<file path="config.mk">
export PLATFORM = sky130hd
export DESIGN_NAME = axil_cmd_master
export DESIGN_NICKNAME = d
export VERILOG_FILES = /design/src/rtl/axil_master_pkg.sv /design/src/rtl/axil_cmd_master.sv
export SDC_FILE = /design/constraint.sdc
export NUM_CORES = 1
export LEC_CHECK = 0
export ABC_AREA = 1
export CAP_MARGIN = 20
export CORE_MARGIN = 1
export CORE_UTILIZATION = 42
export DETAILED_ROUTE_END_ITERATION = 7
export PLACE_DENSITY_LB_ADDON = 0.3
export SLEW_MARGIN = 10
export SYNTH_ARGS = -nofsm -noshare
export SYNTH_HDL_FRONTEND = slang
export SYNTH_SLANG_ARGS = --single-unit
</file>
<file path="constraint.sdc">
create_clock -name M_AXI_ACLK -period 2 [get_ports M_AXI_ACLK]
set_clock_uncertainty 0.05 [all_clocks]
set_input_delay 0.5 -clock M_AXI_ACLK [delete_from_list [all_inputs] [get_ports M_AXI_ACLK]]
set_output_delay 0.5 -clock M_AXI_ACLK [all_outputs]
set_load 0.05 [all_outputs]
</file>
<file path="src/rtl/axil_master_pkg.sv">
// Shared types and constants for the single-outstanding AXI4-Lite command master.
package axil_master_pkg;

  // Transaction sequencer states
  typedef enum logic [2:0] {
    IDLE    = 3'd0,
    WR_AW_W = 3'd1,
    WAIT_B  = 3'd2,
    RD_AR   = 3'd3,
    WAIT_R  = 3'd4,
    DONE    = 3'd5
  } state_e;

  // AXI response codes of interest
  localparam logic [1:0] RESP_OKAY   = 2'b00;
  localparam logic [1:0] RESP_SLVERR = 2'b10;

endpackage : axil_master_pkg

</file>
<file path="src/rtl/axil_cmd_master.sv">
// Converts single local read/write commands into AXI4-Lite transactions,
// one outstanding at a time, and reports completion with a one-cycle pulse.
module axil_cmd_master
  import axil_master_pkg::*;
#(
  parameter int unsigned C_M_AXI_ADDR_WIDTH = 32,
  parameter int unsigned C_M_AXI_DATA_WIDTH = 32
) (
  input  logic                              M_AXI_ACLK,
  input  logic                              M_AXI_ARESETN,
  // write address channel
  output logic [C_M_AXI_ADDR_WIDTH-1:0]     M_AXI_AWADDR,
  output logic                              M_AXI_AWVALID,
  input  logic                              M_AXI_AWREADY,
  // write data channel
  output logic [C_M_AXI_DATA_WIDTH-1:0]     M_AXI_WDATA,
  output logic [C_M_AXI_DATA_WIDTH/8-1:0]   M_AXI_WSTRB,
  output logic                              M_AXI_WVALID,
  input  logic                              M_AXI_WREADY,
  // write response channel
  input  logic [1:0]                        M_AXI_BRESP,
  input  logic                              M_AXI_BVALID,
  output logic                              M_AXI_BREADY,
  // read address channel
  output logic [C_M_AXI_ADDR_WIDTH-1:0]     M_AXI_ARADDR,
  output logic                              M_AXI_ARVALID,
  input  logic                              M_AXI_ARREADY,
  // read data channel
  input  logic [C_M_AXI_DATA_WIDTH-1:0]     M_AXI_RDATA,
  input  logic [1:0]                        M_AXI_RRESP,
  input  logic                              M_AXI_RVALID,
  output logic                              M_AXI_RREADY,
  // local command side
  input  logic                              CMD_VALID,
  output logic                              CMD_READY,
  input  logic                              CMD_WRITE,
  input  logic [C_M_AXI_ADDR_WIDTH-1:0]     CMD_ADDR,
  input  logic [C_M_AXI_DATA_WIDTH-1:0]     CMD_WDATA,
  input  logic [C_M_AXI_DATA_WIDTH/8-1:0]   CMD_WSTRB,
  // completion side
  output logic                              RSP_VALID,
  output logic [C_M_AXI_DATA_WIDTH-1:0]     RSP_RDATA,
  output logic [1:0]                        RSP_RESP
);

  localparam int unsigned AW = C_M_AXI_ADDR_WIDTH;
  localparam int unsigned DW = C_M_AXI_DATA_WIDTH;
  localparam int unsigned SW = C_M_AXI_DATA_WIDTH / 8;

  state_e          state_q, state_d;
  logic [AW-1:0]   addr_q, addr_d;
  logic [DW-1:0]   wdata_q, wdata_d;
  logic [SW-1:0]   wstrb_q, wstrb_d;
  logic            awvalid_q, awvalid_d;
  logic            wvalid_q, wvalid_d;
  logic            bready_q, bready_d;
  logic            arvalid_q, arvalid_d;
  logic            rready_q, rready_d;
  logic            cmd_ready_q, cmd_ready_d;
  logic            rsp_valid_q, rsp_valid_d;
  logic [DW-1:0]   rsp_rdata_q, rsp_rdata_d;
  logic [1:0]      rsp_resp_q, rsp_resp_d;

  // State and registered outputs; reset aborts any transaction and clears payloads
  always_ff @(posedge M_AXI_ACLK or negedge M_AXI_ARESETN) begin
    if (!M_AXI_ARESETN) begin
      state_q     <= IDLE;
      addr_q      <= '0;
      wdata_q     <= '0;
      wstrb_q     <= '0;
      awvalid_q   <= 1'b0;
      wvalid_q    <= 1'b0;
      bready_q    <= 1'b0;
      arvalid_q   <= 1'b0;
      rready_q    <= 1'b0;
      cmd_ready_q <= 1'b0;
      rsp_valid_q <= 1'b0;
      rsp_rdata_q <= '0;
      rsp_resp_q  <= RESP_OKAY;
    end else begin
      state_q     <= state_d;
      addr_q      <= addr_d;
      wdata_q     <= wdata_d;
      wstrb_q     <= wstrb_d;
      awvalid_q   <= awvalid_d;
      wvalid_q    <= wvalid_d;
      bready_q    <= bready_d;
      arvalid_q   <= arvalid_d;
      rready_q    <= rready_d;
      cmd_ready_q <= cmd_ready_d;
      rsp_valid_q <= rsp_valid_d;
      rsp_rdata_q <= rsp_rdata_d;
      rsp_resp_q  <= rsp_resp_d;
    end
  end

  // Next-state and next-output logic; per-state flags derive from the next state
  // so every output is registered and lines up with the state it belongs to
  always_comb begin
    state_d     = state_q;
    addr_d      = addr_q;
    wdata_d     = wdata_q;
    wstrb_d     = wstrb_q;
    awvalid_d   = awvalid_q;
    wvalid_d    = wvalid_q;
    arvalid_d   = arvalid_q;
    rsp_rdata_d = rsp_rdata_q;
    rsp_resp_d  = rsp_resp_q;

    unique case (state_q)
      IDLE: begin
        if (CMD_VALID && cmd_ready_q) begin
          addr_d  = CMD_ADDR;
          wdata_d = CMD_WDATA;
          wstrb_d = CMD_WSTRB;
          if (CMD_WRITE) begin
            state_d   = WR_AW_W;
            awvalid_d = 1'b1;
            wvalid_d  = 1'b1;
          end else begin
            state_d   = RD_AR;
            arvalid_d = 1'b1;
          end
        end
      end
      WR_AW_W: begin
        // AW and W complete independently; leave once both have handshaken
        awvalid_d = awvalid_q && !M_AXI_AWREADY;
        wvalid_d  = wvalid_q && !M_AXI_WREADY;
        if (!awvalid_d && !wvalid_d) begin
          state_d = WAIT_B;
        end
      end
      WAIT_B: begin
        if (M_AXI_BVALID && bready_q) begin
          rsp_resp_d  = M_AXI_BRESP;
          rsp_rdata_d = '0;
          state_d     = DONE;
        end
      end
      RD_AR: begin
        if (M_AXI_ARREADY && arvalid_q) begin
          arvalid_d = 1'b0;
          state_d   = WAIT_R;
        end
      end
      WAIT_R: begin
        if (M_AXI_RVALID && rready_q) begin
          rsp_resp_d  = M_AXI_RRESP;
          rsp_rdata_d = M_AXI_RDATA;
          state_d     = DONE;
        end
      end
      DONE: begin
        state_d = IDLE;
      end
      default: begin
        state_d = IDLE;
      end
    endcase

    bready_d    = (state_d == WAIT_B);
    rready_d    = (state_d == WAIT_R);
    rsp_valid_d = (state_d == DONE);
    cmd_ready_d = (state_d == IDLE);
  end

  assign M_AXI_AWADDR  = addr_q;
  assign M_AXI_AWVALID = awvalid_q;
  assign M_AXI_WDATA   = wdata_q;
  assign M_AXI_WSTRB   = wstrb_q;
  assign M_AXI_WVALID  = wvalid_q;
  assign M_AXI_BREADY  = bready_q;
  assign M_AXI_ARADDR  = addr_q;
  assign M_AXI_ARVALID = arvalid_q;
  assign M_AXI_RREADY  = rready_q;
  assign CMD_READY     = cmd_ready_q;
  assign RSP_VALID     = rsp_valid_q;
  assign RSP_RDATA     = rsp_rdata_q;
  assign RSP_RESP      = rsp_resp_q;

endmodule : axil_cmd_master

</file>
==> impl_metrics.yaml, run 1 <==
status:
  status: "complete, no violations"
drt:
  dr.pass1.iters: 4
  vias_per_cell: 4.68
  drt-total-wl_microns: 12500
  vias: 4185
  dr.first_iter.drc_count: 242
  wl_per_cell_microns: 13.9
  ant_nets: 0
  drcViolationCount: 0
clock_tree:
  cts.clk_slew.worst_paths_ns: 0.09
  ctsRootBufferMaster: "clkbuf_8"
  cts-htree-levels: 3
  cts_sinks: 112
  cts_tree: "built"
  post_cts_resize_count: 0
  max-clock-path-buffers: 2
  clk-insertion-delay-late_ns: 0.36
  cts-buffers-inserted: 9
floorplanning:
  die_x_microns: 107
  rows: 38
  initial_core_util_pct: 43.1
  die_h_microns: 107
  dieArea_sq_mm: 0.0116
  coreArea_sq_mm: 0.0108
  ios: 254
timing:
  setup_viol: 0
  rsz0062_at_grt: "no"
  fin_ws_ns: 0.420
  relSlewSlack_pct: 75.4
  tightestPinTransition_ns: 0.369
  timing.final.crit_share_pct: 79.0
  final_hold_viol_count: 0
  totalNegativeSetupSlack_ns: 0
  drv_slew: 0
  fmax_ghz: 0.633
  hold_ws_ns: 0.438
  fin_crit_ns: 1.58
critical_path:
  r2r_start: "state_q[2]"
  required_ns: 2.23
  reg2regPathDepth: 6
  r2r_end: "RSP_RDATA[5]"
  cp.arrival_ns: 1.81
  worstSetupEndpointType: "flip-flop"
  rrSetupSlack_ns: 0.45
  worst-setup-path-type: "primary input to flip-flop"
  critPathLaunchType: "primary input"
  crit_fanout: 66
cells_and_area:
  drive_above_1_share_pct: 22.8
  fillerInstances: 884
  final_nets: 862
  final_area_sq_mm: 0.00696
  finalNonFillerCells: 894
  flow.area_growth_from_synthesis_pct: 48.9
  final-seq-area_sq_mm: 0.00280
  antenna_cells: 0
  multi_input_area_sq_mm: 0.00144
logic_synthesis:
  synth_flop_cell: "dfrtp_1"
  yosys_warnings: 0
  synth_fp_nets: 645
  ys_types: 18
  syn_inst: 532
  synth_area_per_cell_sq_um: 8.78
  synth-edff-count: 0
  netlist_area_sq_mm: 0.00467
  async_flop_share_pct: 100
  synth_seq_area_share_pct: 60.0
  synth-seq-cells: 112
place:
  place_ws_ns: 0.0473
  dp_cells: 877
  dp_hpwl_microns: 9200
  place_area_sq_mm: 0.00678
  io_buffers: 253
  place_congestion: 0.834
grt:
  grt_usage_pct: 21.6
  grt_overflow: 0
  grt_pass1_wl_microns: 19500
  antenna_found_initial: 0
  grt_pass1_vias: 4008
  grt_max_degree: 69
worst_hold_path:
  hold-path-cell-count: 2
  min_from: "M_AXI_WDATA[8]"
  hold_class: "flip-flop to flip-flop"
  worstHoldEndpoint: "M_AXI_WDATA[8]"
job:
  maxCapViolations: 0
power:
  leakagePower_nw: 3.80
  ir_drop_mv: 1.14
  power_density_mw_per_mm2: 1860
per-layer routing:
metal,vias up,track usage [%],wire length [microns]
li1,2055,-,-
met1,1947,26.1,5100
met2,160,37.6,6360
met3,23,3.81,703
met4,0,9.69,289
met5,-,0,0
cells by family (layout without fill, tap and decap cells):
logic type / count (synthesis) / after routing / share of synthesized area (%)
and+or+nand+nor: 344 / 344 / 30.1
AOI/OAI and AO/OA: 4 / 4 / 0.562
DFF: 112 / 112 / 60.0
buffers and inverters: 72 / 294 / 9.32
worst max-delay path by stage:
stage / end / depth (start not counted) / start / slack, ns
floorplan: M_AXI_ARADDR[27] / 7 / CMD_READY / 0.46
global placement: M_AXI_AWVALID / 8 / CMD_VALID / 0.08
detailed placement: M_AXI_WVALID / 7 / CMD_VALID / 0.05
CTS: M_AXI_AWADDR[4] / 1 / M_AXI_ARADDR[4] / 0.42
global route: M_AXI_AWVALID / 8 / CMD_VALID / 0.27
finish: M_AXI_WVALID / 7 / CMD_VALID / 0.42
synthesized netlist by cell type (2+ instances only):
library cell	n	area share, %
nand2_1	260	21
buf_4	35	5.6
inv_2	2	0.16
nand4_2	2	0.54
dfrtp_1	112	60
inv_1	11	0.88
buf_6	3	0.72
nor2_1	11	0.88
nand3_1	68	7.3
a31oi_1	2	0.27
clkbuf_1	11	0.88
buf_2	9	0.96
what timing repair did:
item / 4_1_cts / 5_1_grt
endpoints found under the hold margin: 24 / 0
setup buffers: 0 / 0
hold buffers: 1 / 0
cell usage in the layout (no fill, tap or decap), types with 3 or more instances in the layout:
cell,netlist,layout
clkbuf_8,0,10
dfrtp_1,112,112
buf_4,35,148
buf_12,0,5
nand2_1,260,260
nand3_1,68,68
nor2_1,11,11
clkbuf_1,11,3
clkdlybuf4s50_1,0,111
inv_1,11,11
flip-flops by register name, summed over array words and instances, names as in the netlist, 2 cells and up:
name / count
M_AXI_ARADDR: 32
M_AXI_WDATA: 32
M_AXI_WSTRB: 4
RSP_RDATA: 32
RSP_RESP: 2
state_q: 3
worst max-delay path: stages:
cell             delay (ns)
clkdlybuf4s50_1        0.46
nand2_1                0.05
inv_1                  0.08
nand3_2                0.13
buf_12                 0.22
nor2_1                 0.16
a2bb2oi_1              0.17
area by class of cell:
cell class                      count  share of cell area (%)
Sequential cell                   112                    40.3
Timing Repair Buffer              265                    33.5
Multi-Input combinational cell    348                    20.6
Tap cell                          140                    2.52
Clock buffer                       13                    2.14
Inverter                           13                   0.701
Clock inverter                      3                   0.252
through the flow:
stage	total power, W	utilization (%)
after floorplan	0.00954	-
after global placement	0.0117	62.6
after detailed placement	0.0118	62.6
after CTS	0.0130	64.2
after global routing	0.0136	64.2
final	0.0129	64.2
report_power, final:
group	switching, W	total [W]	internal, W
Clock	0.000709	0.00120	0.000486
Sequential	0.000648	0.00380	0.00315
Combinational	0.00566	0.00792	0.00226
Total	0.00702	0.0129	0.00590
No activity file was read; power rests on OpenSTA's default activity.
==> run 2, diff against run 1 <==
CORE_UTILIZATION = 35   (was 42)
clock period = 1.4 ns   (was 2 ns; I/O delays follow)
==> run 2 against run 1 <==
Net effect:
- the run now ends with negative setup slack left
- global-route usage grew 0.40 points
- combinational power grew 110%
- via count grew 8.1%
- critical path type is now flip-flop to output pin
- highest routed layer unchanged
==> impl_metrics.yaml, run 2 (synthesis gave the netlist of run 1 again) <==
cells_and_area:
  layout_commonest_cell: "nand2_1"
  flow.area_growth_from_synthesis_pct: 103
  final_util_pct: 74.1
  antenna_cells: 0
  final_area_sq_mm: 0.00951
  final_cell_mix: "232 x nand2_1, 150 x buf_12, 111 x clkdlybuf4s50_1"
  final_nets: 887
  drive_above_1_share_pct: 35.0
floorplanning:
  die_x_microns: 118
  rows: 41
  coreArea_sq_mm: 0.0128
  initial_core_util_pct: 36.4
  dieArea_sq_mm: 0.0138
  die_h_microns: 118
  ios: 254
power:
  pwr-share-seq_pct: 25.3
  power.total_w: 0.0258
  power.share.switching_pct: 45.6
  ir_drop_mv: 1.22
  power_density_mw_per_mm2: 2710
  power_frac_comb_pct: 64.2
  internal-power_w: 0.0140
  p_clk_share_pct: 10.5
  leakagePower_nw: 4.54
  netSwitchingPower_w: 0.0117
drt:
  vias_per_cell: 4.75
  drt-total-wl_microns: 16000
  wl_per_cell_microns: 16.8
  vias: 4522
  ant_nets: 0
  dr.pass1.iters: 7
  drcViolationCount: 0
  dr.first_iter.drc_count: 256
clock_tree:
  ctsRootBufferMaster: "clkbuf_16"
  max-clock-path-buffers: 2
  cts_tree: "built"
  cts-buffers-inserted: 9
  cts.clk_slew.worst_paths_ns: 0.07
  clk-insertion-delay-late_ns: 0.35
  cts-htree-levels: 3
  cts_sinks: 112
critical_path:
  crit_fanout: 2
  cp.arrival_ns: 1.02
  worstSetupEndpointType: "output pin"
  worst-setup-path-type: "flip-flop to output pin"
  rrSetupSlack_ns: 0
  critPathLaunchType: "flip-flop"
  required_ns: 1.00
status:
  violations: "negative setup slack"
  status: "finished with violations"
timing:
  setup_viol: 7
  fmax_ghz: 0.704
  final_hold_viol_count: 0
  relSlewSlack_pct: 79.6
  hold_ws_ns: 0.476
  tightestPinTransition_ns: 0.306
  drv_slew: 0
  fin_crit_ns: 1.42
  timing.final.crit_share_pct: 101
  fin_ws_ns: -0.0200
  rsz0062_at_grt: "yes"
worst_hold_path:
  hold_class: "primary input to flip-flop"
place:
  place_congestion: 0.834
  place_area_sq_mm: 0.00873
  io_buffers: 253
  dp_hpwl_microns: 11300
grt:
  grt_pass1_vias: 4489
  grt_pass1_wl_microns: 23900
  grt_max_degree: 58
  met1_usage_pct: 24.6
  busiest_layer: "met2"
  antenna_found_initial: 0
  grt_overflow: 0
  grt_usage_pct: 22.0
  grt_util_met3_pct: 6.83
  met2_usage_pct: 38.1
job:
  maxCapViolations: 0
-- run 2: cell types whose count changed in the layout (fill, tap and decap cells not counted), moves of 11 or more --
cell | before | now
dfrtp_1 | 112 | 75
nand2_1 | 260 | 232
buf_12 | 5 | 150
buf_4 | 148 | 17
nand2_2 | 0 | 16
dfrtp_2 | 0 | 37
clkbuf_16 | 0 | 13
nand2_4 | 0 | 11
-- run 2: layout make-up --
cell class | instances | area [sq um]
inverters | 13 | 56.3
clock inverters | 2 | 35.0
flip-flops and latches | 112 | 2850
multi-input cells | 348 | 1630
fillers | 831 | 3320
repair buffers | 290 | 4430
well taps | 172 | 215
clock buffers | 14 | 284
-- run 2: power groups by stage --
stage          combinational (W)  clock [W]  sequential, W
6_report                  0.0166    0.00272        0.00652
5_1_grt                   0.0172    0.00292        0.00666
4_1_cts                   0.0159    0.00279        0.00640
3_5_place_dp              0.0158          0        0.00637
3_3_place_gp              0.0155          0        0.00627
2_1_floorplan            0.00407          0        0.00958
-- run 2: per-stage QoR --
step / instances / setup TNS (ns) / setup slack (ns)
5_1_grt: 951 / -2.91 / -0.0648
3_3_place_gp: 924 / -32.01 / -0.357
6_report: 951 / -0.0513 / -0.0200
3_5_place_dp: 924 / -34.14 / -0.417
2_1_floorplan: 532 / 0 / 0.000300
4_1_cts: 941 / -0.0526 / -0.0399
-- run 2: routing by layer --
layer	vias to the layer above	wire length [microns]
li1	2110	-
met5	-	0
met4	0	498
met2	213	8330
met3	32	1220
met1	2167	5900
-- run 2: repair_timing --
item,4_1_cts,5_1_grt
resized for setup,31,75
pin swaps,0,18
setup endpoints to repair,120,131
hold endpoints to repair,112,0
hold buffers,1,0
cloned,0,4
buffers inserted,0,6
-- run 2: worst paths after layout --
| path | start | endpoint | cells after the start |
|---|---|---|---|
| max in group asynchronous | M_AXI_ARESETN | M_AXI_ARADDR[13] | 3 |
| setup / recovery | CMD_READY | CMD_READY | 2 |
| hold reg to reg | M_AXI_WDATA[4] | M_AXI_WDATA[4] | 2 |
| min in group asynchronous | M_AXI_ARESETN | M_AXI_ARADDR[5] | 3 |
| hold / removal | CMD_WDATA[4] | M_AXI_WDATA[4] | 3 |
| setup reg to reg | state_q[0] | M_AXI_ARADDR[3] | 6 |
-- run 2: worst max-delay path: stages (launching register included) --
cell	delay, ns
dfrtp_2	0.42
buf_6	0.12
buf_12	0.14
==> run 3, diff against run 2 <==
SETUP_SLACK_MARGIN = 0.02   (was unset)
==> run 3 against run 2 <==
Net effect:
- the run still ends with negative setup slack left
- worst hold slack gained 0.0053 ns
- final cell count shrank 0.84%
- sequential share of layout area grew 0.80 points
- routed wire length shrank 5.7%
- design area shrank 2.6%
- clock power grew 2%
- critical path type is now flip-flop to flip-flop
==> impl_metrics.yaml, run 3 (synthesis gave the netlist of run 1 again) <==
floorplanning:
  die_x_microns: 118
  die_h_microns: 118
  dieArea_sq_mm: 0.0138
  initial_core_util_pct: 36.4
  ios: 254
  rows: 41
  coreArea_sq_mm: 0.0128
critical_path:
  worst-path-buf-inv: 2
  crit_fanout: 7
  cp.arrival_ns: 1.68
  path_cells: "nor2_4, nand4_4, nand2_4, buf_8, clkbuf_16, nand3_1, nand2_1"
  max_stage_delay_ns: 0.45
  required_ns: 1.64
  worst-setup-path-type: "flip-flop to flip-flop"
  worstSetupEndpointType: "flip-flop"
  critPathLaunchType: "flip-flop"
  critical_path.top_delay_family: "simple AND/OR/NAND/NOR gates"
  cpMaxStageDelayCell: "dfrtp_2"
cells_and_area:
  final_nets: 879
  finalNonFillerCells: 943
  flow.area_growth_from_synthesis_pct: 98.3
  final_util_pct: 72.2
  layout_commonest_cell: "nand2_1"
  fillerInstances: 878
  antenna_cells: 0
  drive_above_1_share_pct: 31.4
  final_area_sq_mm: 0.00927
  final_cell_mix: "257 x nand2_1, 146 x buf_12, 111 x clkdlybuf4s50_1"
drt:
  dr.pass1.iters: 4
  vias_per_cell: 4.72
  wl_per_cell_microns: 16.0
  drcViolationCount: 0
  dr.first_iter.drc_count: 275
  ant_nets: 0
  drt-total-wl_microns: 15000
  vias: 4451
clock_tree:
  ctsRootBufferMaster: "clkbuf_16"
  cts_sinks: 112
  clk-insertion-delay-late_ns: 0.35
  cts-htree-levels: 3
  max-clock-path-buffers: 2
  cts.clk_slew.worst_paths_ns: 0.07
  cts-buffers-inserted: 9
  cts_tree: "built"
power:
  netSwitchingPower_w: 0.0114
  ir_drop_mv: 1.33
  power.share.switching_pct: 45.4
  power_density_mw_per_mm2: 2720
  leakagePower_nw: 4.44
  internal-power_w: 0.0137
  p_clk_share_pct: 11.0
  power.total_w: 0.0252
  power_frac_comb_pct: 63.3
  pwr-share-seq_pct: 25.6
timing:
  relSlewSlack_pct: 78.6
  final_hold_viol_count: 0
  timing.final.crit_share_pct: 103
  setup_viol: 9
  fin_crit_ns: 1.44
  totalNegativeSetupSlack_ns: -0.0945
  fin_ws_ns: -0.0363
  tightestPinTransition_ns: 0.321
  rsz0062_at_grt: "yes"
  fmax_ghz: 0.696
  drv_slew: 0
status:
  status: "finished with violations"
  violations: "negative setup slack"
job:
  maxCapViolations: 0
grt:
  grt_pass1_vias: 4535
  grt_max_degree: 59
  antenna_found_initial: 0
  grt_overflow: 0
  grt_usage_pct: 21.9
  grt_pass1_wl_microns: 23900
place:
  dp_cells: 919
  place_area_sq_mm: 0.00867
  io_buffers: 253
  place_congestion: 0.793
  dp_hpwl_microns: 11000
worst_hold_path:
  hold_class: "primary input to flip-flop"
run 3: what timing repair did:
item	in CTS	in global routing
hold buffers	1	0
pin swaps	1	9
endpoints found under the hold margin	112	0
resized for setup	40	24
setup buffers	4	1
gates cloned	0	2
setup endpoints to repair	104	174
run 3: worst min-delay path, delay by kind of cell:
family                 cells  cell delay (ns)
buffers and inverters      1             0.39
AND/OR/NAND/NOR            2             0.10
run 3: power by group through the flow:
stage / Combinational (W) / Sequential (W) / Clock (W)
global placement: 0.0154 / 0.00628 / 0
finish: 0.0159 / 0.00644 / 0.00278
detailed placement: 0.0156 / 0.00638 / 0
floorplan: 0.00409 / 0.00958 / 0
global route: 0.0166 / 0.00660 / 0.00298
CTS: 0.0158 / 0.00641 / 0.00284
run 3: area by class of cell:
class	instances	area (sq um)	share of cell area, %
clock buffer	11	243	2.62
clock inverter	5	80.1	0.864
inverter	13	51.3	0.554
multi-input combinational	348	1530	16.5
sequential	112	2850	30.8
tap	172	215	2.32
timing repair buffer	282	4300	46.4
run 3: per-layer routing:
layer | share of wire (%) | track usage (%)
met5 | 0 | 0
met4 | 4.0 | 12.3
met3 | 7.0 | 6.49
met2 | 51 | 36.8
met1 | 38 | 24.9
run 3: worst paths after layout:
check                                start          endpoint  slack, ns  cells past startpoint
hold / removal                CMD_ADDR[31]  M_AXI_ARADDR[31]       0.48                      3
setup reg to reg                state_q[0]     RSP_RDATA[30]      -0.04                      7
max in group asynchronous    M_AXI_ARESETN      M_AXI_RREADY       0.49                      3
hold reg to reg            M_AXI_WDATA[29]   M_AXI_WDATA[29]       0.49                      2
min in group asynchronous    M_AXI_ARESETN   M_AXI_ARADDR[8]       0.51                      3
setup / recovery                state_q[0]     RSP_RDATA[30]      -0.04                      7
run 3: metrics by stage:
step	hold WS, ns	setup WS [ns]
2_1_floorplan	0.00441	0.0372
3_3_place_gp	0.320	-0.277
3_5_place_dp	0.325	-0.305
4_1_cts	0.472	-0.00156
5_1_grt	0.484	-0.122
6_report	0.481	-0.0363
